File: src/rtl/systolic_job_seq.sv
// Job sequencer for the systolic4 array: streams A/B operands from a source RAM into the
// array over ibus, kicks the array, polls for completion and copies results to a destination RAM.
module systolic_job_seq #(
    parameter int          NPE      = 2,
    parameter logic [15:0] A_BASE   = 16'h0000,
    parameter logic [15:0] B_BASE   = 16'h0400,
    parameter logic [15:0] CTRL_ADR = 16'h0800,
    parameter logic [15:0] STAT_ADR = 16'h0801,
    parameter logic [15:0] RES_BASE = 16'h0C00,
    parameter logic [15:0] TMO      = 16'hFFFF
) (
    input  logic        clk,
    input  logic        rst_n,
    input  logic        job_start,
    input  logic [7:0]  job_len,
    input  logic [15:0] src_base,
    input  logic [15:0] dst_base,
    output logic        busy,
    output logic        done,
    output logic        err,
    output logic        mem_ren,
    output logic [15:0] mem_radr,
    input  logic [15:0] mem_rdata,
    output logic        mem_wen,
    output logic [15:0] mem_wadr,
    output logic [15:0] mem_wdata,
    output logic        ren,
    output logic [15:0] ibus_radr,
    input  logic [15:0] ibus_rdata,
    output logic        wen,
    output logic [15:0] ibus_wadr,
    output logic [15:0] ibus_wdata
);

    typedef enum logic [2:0] {IDLE, LD_A, LD_B, KICK, POLL, RD_RES, FIN} state_t;

    localparam logic [8:0] RES_LAST = 9'(NPE * NPE - 1);

    state_t      state, state_d;
    logic [7:0]  len_q;
    logic [15:0] src_q, dst_q;
    logic [8:0]  n_words, k, k_d;
    logic [15:0] tmo_cnt, tmo_d;
    logic        poll_phase, phase_d;
    logic        fin_err, fin_err_d;
    logic        start_job;
    logic        stat_ren, res_ren, kick_wen;
    logic        ld_pend, res_pend;
    logic [15:0] ld_wadr, res_wadr;

    // Next-state logic; source reads and ibus reads are issued combinationally from the state.
    always_comb begin
        state_d   = state;
        k_d       = k;
        tmo_d     = tmo_cnt;
        phase_d   = poll_phase;
        fin_err_d = fin_err;
        start_job = 1'b0;
        mem_ren   = 1'b0;
        mem_radr  = '0;
        stat_ren  = 1'b0;
        res_ren   = 1'b0;
        kick_wen  = 1'b0;
        case (state)
            IDLE: begin
                if (job_start) begin
                    if (job_len == 8'd0) begin
                        state_d   = FIN;
                        fin_err_d = 1'b1;
                    end else begin
                        start_job = 1'b1;
                        state_d   = LD_A;
                        k_d       = '0;
                        fin_err_d = 1'b0;
                    end
                end
            end
            LD_A: begin
                mem_ren  = 1'b1;
                mem_radr = src_q + 16'(k);
                if (k == n_words - 9'd1) begin
                    k_d     = '0;
                    state_d = LD_B;
                end else begin
                    k_d = k + 9'd1;
                end
            end
            LD_B: begin
                mem_ren  = 1'b1;
                mem_radr = src_q + 16'(n_words) + 16'(k);
                if (k == n_words - 9'd1) begin
                    k_d     = '0;
                    state_d = KICK;
                end else begin
                    k_d = k + 9'd1;
                end
            end
            // The last B word is still in flight on entry; the control write waits one slot for it.
            KICK: begin
                if (!ld_pend) begin
                    kick_wen = 1'b1;
                    state_d  = POLL;
                    tmo_d    = '0;
                    phase_d  = 1'b0;
                end
            end
            POLL: begin
                stat_ren = !poll_phase;
                if (poll_phase && ibus_rdata[0]) begin
                    state_d = RD_RES;
                    k_d     = '0;
                end else if (tmo_cnt == TMO - 16'd1) begin
                    state_d   = FIN;
                    fin_err_d = 1'b1;
                end else begin
                    tmo_d   = tmo_cnt + 16'd1;
                    phase_d = !poll_phase;
                end
            end
            RD_RES: begin
                res_ren = 1'b1;
                if (k == RES_LAST) begin
                    state_d = FIN;
                end else begin
                    k_d = k + 9'd1;
                end
            end
            FIN:     state_d = IDLE;
            default: state_d = IDLE;
        endcase
    end

    // State, job registers and the one-deep read-to-write pipelines.
    always_ff @(posedge clk) begin
        if (!rst_n) begin
            state      <= IDLE;
            len_q      <= '0;
            src_q      <= '0;
            dst_q      <= '0;
            n_words    <= '0;
            k          <= '0;
            tmo_cnt    <= '0;
            poll_phase <= 1'b0;
            fin_err    <= 1'b0;
            ld_pend    <= 1'b0;
            ld_wadr    <= '0;
            res_pend   <= 1'b0;
            res_wadr   <= '0;
            done       <= 1'b0;
            err        <= 1'b0;
        end else begin
            state      <= state_d;
            k          <= k_d;
            tmo_cnt    <= tmo_d;
            poll_phase <= phase_d;
            fin_err    <= fin_err_d;
            if (start_job) begin
                len_q   <= job_len;
                src_q   <= src_base;
                dst_q   <= dst_base;
                n_words <= 9'(NPE * int'(job_len));
            end
            ld_pend  <= mem_ren;
            ld_wadr  <= ((state == LD_B) ? B_BASE : A_BASE) + 16'(k);
            res_pend <= res_ren;
            res_wadr <= dst_q + 16'(k);
            done     <= (state == FIN);
            err      <= (state == FIN) && fin_err;
        end
    end

    // Bus muxing; write data passes straight through from the read side of each pipeline.
    always_comb begin
        ren       = stat_ren | res_ren;
        ibus_radr = '0;
        if (stat_ren) begin
            ibus_radr = STAT_ADR;
        end else if (res_ren) begin
            ibus_radr = RES_BASE + 16'(k);
        end
        wen        = ld_pend | kick_wen;
        ibus_wadr  = '0;
        ibus_wdata = '0;
        if (ld_pend) begin
            ibus_wadr  = ld_wadr;
            ibus_wdata = mem_rdata;
        end else if (kick_wen) begin
            ibus_wadr  = CTRL_ADR;
            ibus_wdata = {7'd0, 1'b1, len_q};
        end
        mem_wen   = res_pend;
        mem_wadr  = res_pend ? res_wadr : 16'd0;
        mem_wdata = res_pend ? ibus_rdata : 16'd0;
        busy      = (state != IDLE);
    end

endmodule

File: config.mk
export PLATFORM = sky130hd
export DESIGN_NAME = systolic_job_seq
export DESIGN_NICKNAME = d
export VERILOG_FILES = /design/src/rtl/systolic_job_seq.sv
export SDC_FILE = /design/constraint.sdc
export NUM_CORES = 1
export LEC_CHECK = 0
export CORE_ASPECT_RATIO = 1.75
export CORE_MARGIN = 8
export CORE_UTILIZATION = 49
export DETAILED_ROUTE_END_ITERATION = 10
export PLACE_DENSITY = 0.81
export SLEW_MARGIN = 20
export SYNTH_ARGS = -nofsm -noshare
export SYNTH_HDL_FRONTEND = slang
export SYNTH_SLANG_ARGS = --single-unit
File: constraint.sdc
create_clock -name clk -period 5.15 [get_ports clk]
set_input_delay 1.545 -clock clk [delete_from_list [all_inputs] [get_ports clk]]
set_output_delay 1.545 -clock clk [all_outputs]
set_load 0.1 [all_outputs]
==> impl_metrics.csv <==
group,metric,value,unit
setup_path,crit_path_start_kind,"register",
timing,worst_hold_slack,465,ps
timing,hold_violations,0,
timing,skew,8.55,ps
final_layout,multi_input_area,4330,um2
logic_synthesis,syn_inst,835,
global_route,antenna_found_initial,0,
cts,cts.reportedPaths.clkPinSlew,80,ps
final_layout,nets,1100,
cts,cts_buffer_depth,2,
place,dp_cells,1146,
cts,htree_levels,3,
route,drt_pre_antenna_iters,5,
setup_path,arrival,3430,ps
floorplanning,rows,56,
run,cap_violations,0,
route,ant_nets,0,
setup_path,critPathRequiredTime,3610,ps
logic_synthesis,yosysSeqAreaShare,30.5,%
route,wl,20.0,mm
timing,relSlewSlack,30.8,%
worst_hold_path,hp-class,"reg2reg",
floorplanning,core-area,13200,um2
logic_synthesis,synth_cell_types,72,
timing,min_period,4970,ps
logic_synthesis,yosysTopAreaCell,"dfxtp_1",
logic_synthesis,yosysWarningCount,0,
timing,min_period_over_period,96.5,%
run_status,status,"complete, no violations",
place,post_dp_cell_area,8360,um2
global_route,grt_pass1_vias,6351,
final_layout,fin_area,8670,um2
final_layout,fillers,1153,
timing,fmax,0.201,GHz
global_route,grt.overflow.total,0,
power,leakage,3.63,nW
setup_path,path_max_fanout,4,
final_layout,synthToLayoutAreaGrowth,31.8,%
logic_synthesis,ys_ff_latch,100,
logic_synthesis,async_flop_share,0,%
global_route,grt.total_usage,22.3,%
place,gp_congestion,0.914,
logic_synthesis,syn_area,6570,um2
place,port_buffers,167,
global_route,grt_pass1_wl,32.0,mm
route,first_iter_violations,397,
floorplanning,die_area,17500,um2
floorplanning,initial_utilization,49.6,%
place,dp_slack,448,ps
floorplanning,die_w,104,um
setup_path,critPathKind,"reg2out",
floorplanning,dieHeight,169,um
timing,fin_ws,178,ps
cts,numCtsBuffers,9,
power,p_per_area,407,nW/um2
cts,cts_tree,"done",
place,dp_hpwl,15.7,mm
power,ir_drop,223,uV
final_layout,regArea,2010,um2
route,vias_per_cell,5.55,
timing,setup_viol,0,
logic_synthesis,synth.area.top_cells,"dfxtp_1, nand2_1, and2_1",
logic_synthesis,synth_edf_count,0,
cts,insertion_delay,360,ps
logic_synthesis,post_synth.cell_area_avg,7.87,um2
final_layout,stdcell_count,1162,
timing,slew_viol_final,0,
setup_path,end_kind,"output pin",
cts,cts.sinks,100,
route,routedWlPerCell,17.2,um
route,drc,0,
final_layout,drive_above_1_share,14.4,%
cts,hold_buffers,0,
final_layout,diodes,0,
cts,clockRootBuffer,"clkbuf_16",
global_route,grt_max_degree,41,
timing,rsz0062_at_grt,"false",
timing,worstMarginPinSlew,1040,ps
cts,post_cts_buffers,0,
logic_synthesis,synth_ff_type,"dfxtp_1",
route,dr_total_vias,6446,
final_layout,fin_util,65.4,%
floorplanning,ios,178,
logic_synthesis,synth_top_cell_area_share,30.5,%
==> state kept, by name, summed over array words and instances, names as in the netlist, 3 cells and up <==
register	cells
k	9
src_q	16
tmo_cnt	16
res_wadr	16
n_words	8
state	3
ld_wadr	10
dst_q	16
==> critical path: stages (launching register included) <==
cell	delay, ps
dfxtp_1	440
fa_1	460
ha_1	260
fa_1	430
a211o_1	310
o211ai_1	170
a211oi_1	130
o22ai_1	350
o21ai_0	180
o31ai_2	110
buf_12	220
==> final timing paths <==
path,from,end,slack (ps),depth (start not counted)
max,src_q[1],mem_radr[15],180,10
min,dst_q[8],dst_q[8],470,2
max reg2reg,k[0],res_wadr[14],2310,9
min reg2reg,dst_q[8],dst_q[8],470,2
==> layout make-up <==
type                    instances  share of cell area [%]
flip-flops and latches        100                    23.1
inverters                      22                   0.953
repair buffers                184                    20.0
well taps                     174                    2.51
clock buffers                   9                    2.60
clock inverters                 7                   0.866
multi-input cells             666                    49.9
==> cell families (layout without fill, tap and decap cells) <==
kind of cell | count (synthesis) | count (layout) | synth area share [%]
flops | 100 | 100 | 30.5
mux | 5 | 5 | 0.837
xor+xnor | 42 | 42 | 5.60
compound gates | 207 | 207 | 21.4
fa+ha+maj | 42 | 42 | 9.25
buf+inv | 78 | 222 | 5.20
other cells | 1 | 10 | 0.0570
simple gates | 360 | 360 | 27.3
==> metrics by stage <==
stage	setup TNS, ps	power, mW
3_3_place_gp	0	2.82
6_report	0	3.52
4_1_cts	0	3.52
2_1_floorplan	-624	2.38
5_1_grt	0	3.71
3_5_place_dp	0	2.84
==> synthesized netlist by cell type, drive strengths merged (5+ instances only) <==
library cell and instances:
a2111oi 7, a211o 5, a211oi 5, a21boi 7
a21o 12, a21oi 71, a31oi 6, and2 75
and3 10, buf 18, clkbuf 38, dfxtp 100
fa 11, ha 31, inv 22, nand2 139
nand2b 14, nand3 13, nor2 56, nor2b 7
nor3 16, o2111ai 5, o211ai 9, o21a 8
o21ai 34, o221ai 5, o22ai 6, o31ai 10
xnor2 18, xor2 24
==> where the power goes <==
group          total, mW  internal, mW  switching (mW)  leakage (nW)
combinational       1.80         0.539            1.26          2.67
clock              0.684         0.345           0.339         0.145
sequential          1.04         0.882           0.156         0.815
==> metal layers <==
layer,up-vias,track usage [%],wire length [um]
met2,245,41.5,10800
met4,0,10.4,635
met1,2984,23.1,7400
met5,-,0,0
met3,47,4.79,1200
li1,3170,-,-
==> cells in the final DEF (no fill, tap or decap), types with 10 or more instances in the layout <==
cell type	count
xor2_1	24
a21o_1	12
dfxtp_1	97
conb_1	10
nand3_1	13
nor3_1	15
and2_1	75
and3_1	10
a21oi_1	66
fa_1	11
nand2b_1	14
xnor2_1	18
clkdlybuf4s50_1	96
nand2_1	137
ha_1	31
nor2_1	56
buf_4	79
inv_1	19
o21ai_0	31
==> repair_timing <==
action,in CTS,in global routing
gates resized for setup,0,1
setup endpoints to repair,0,3
endpoints found under the hold margin,0,0
Power figures use the tool's default switching activity.
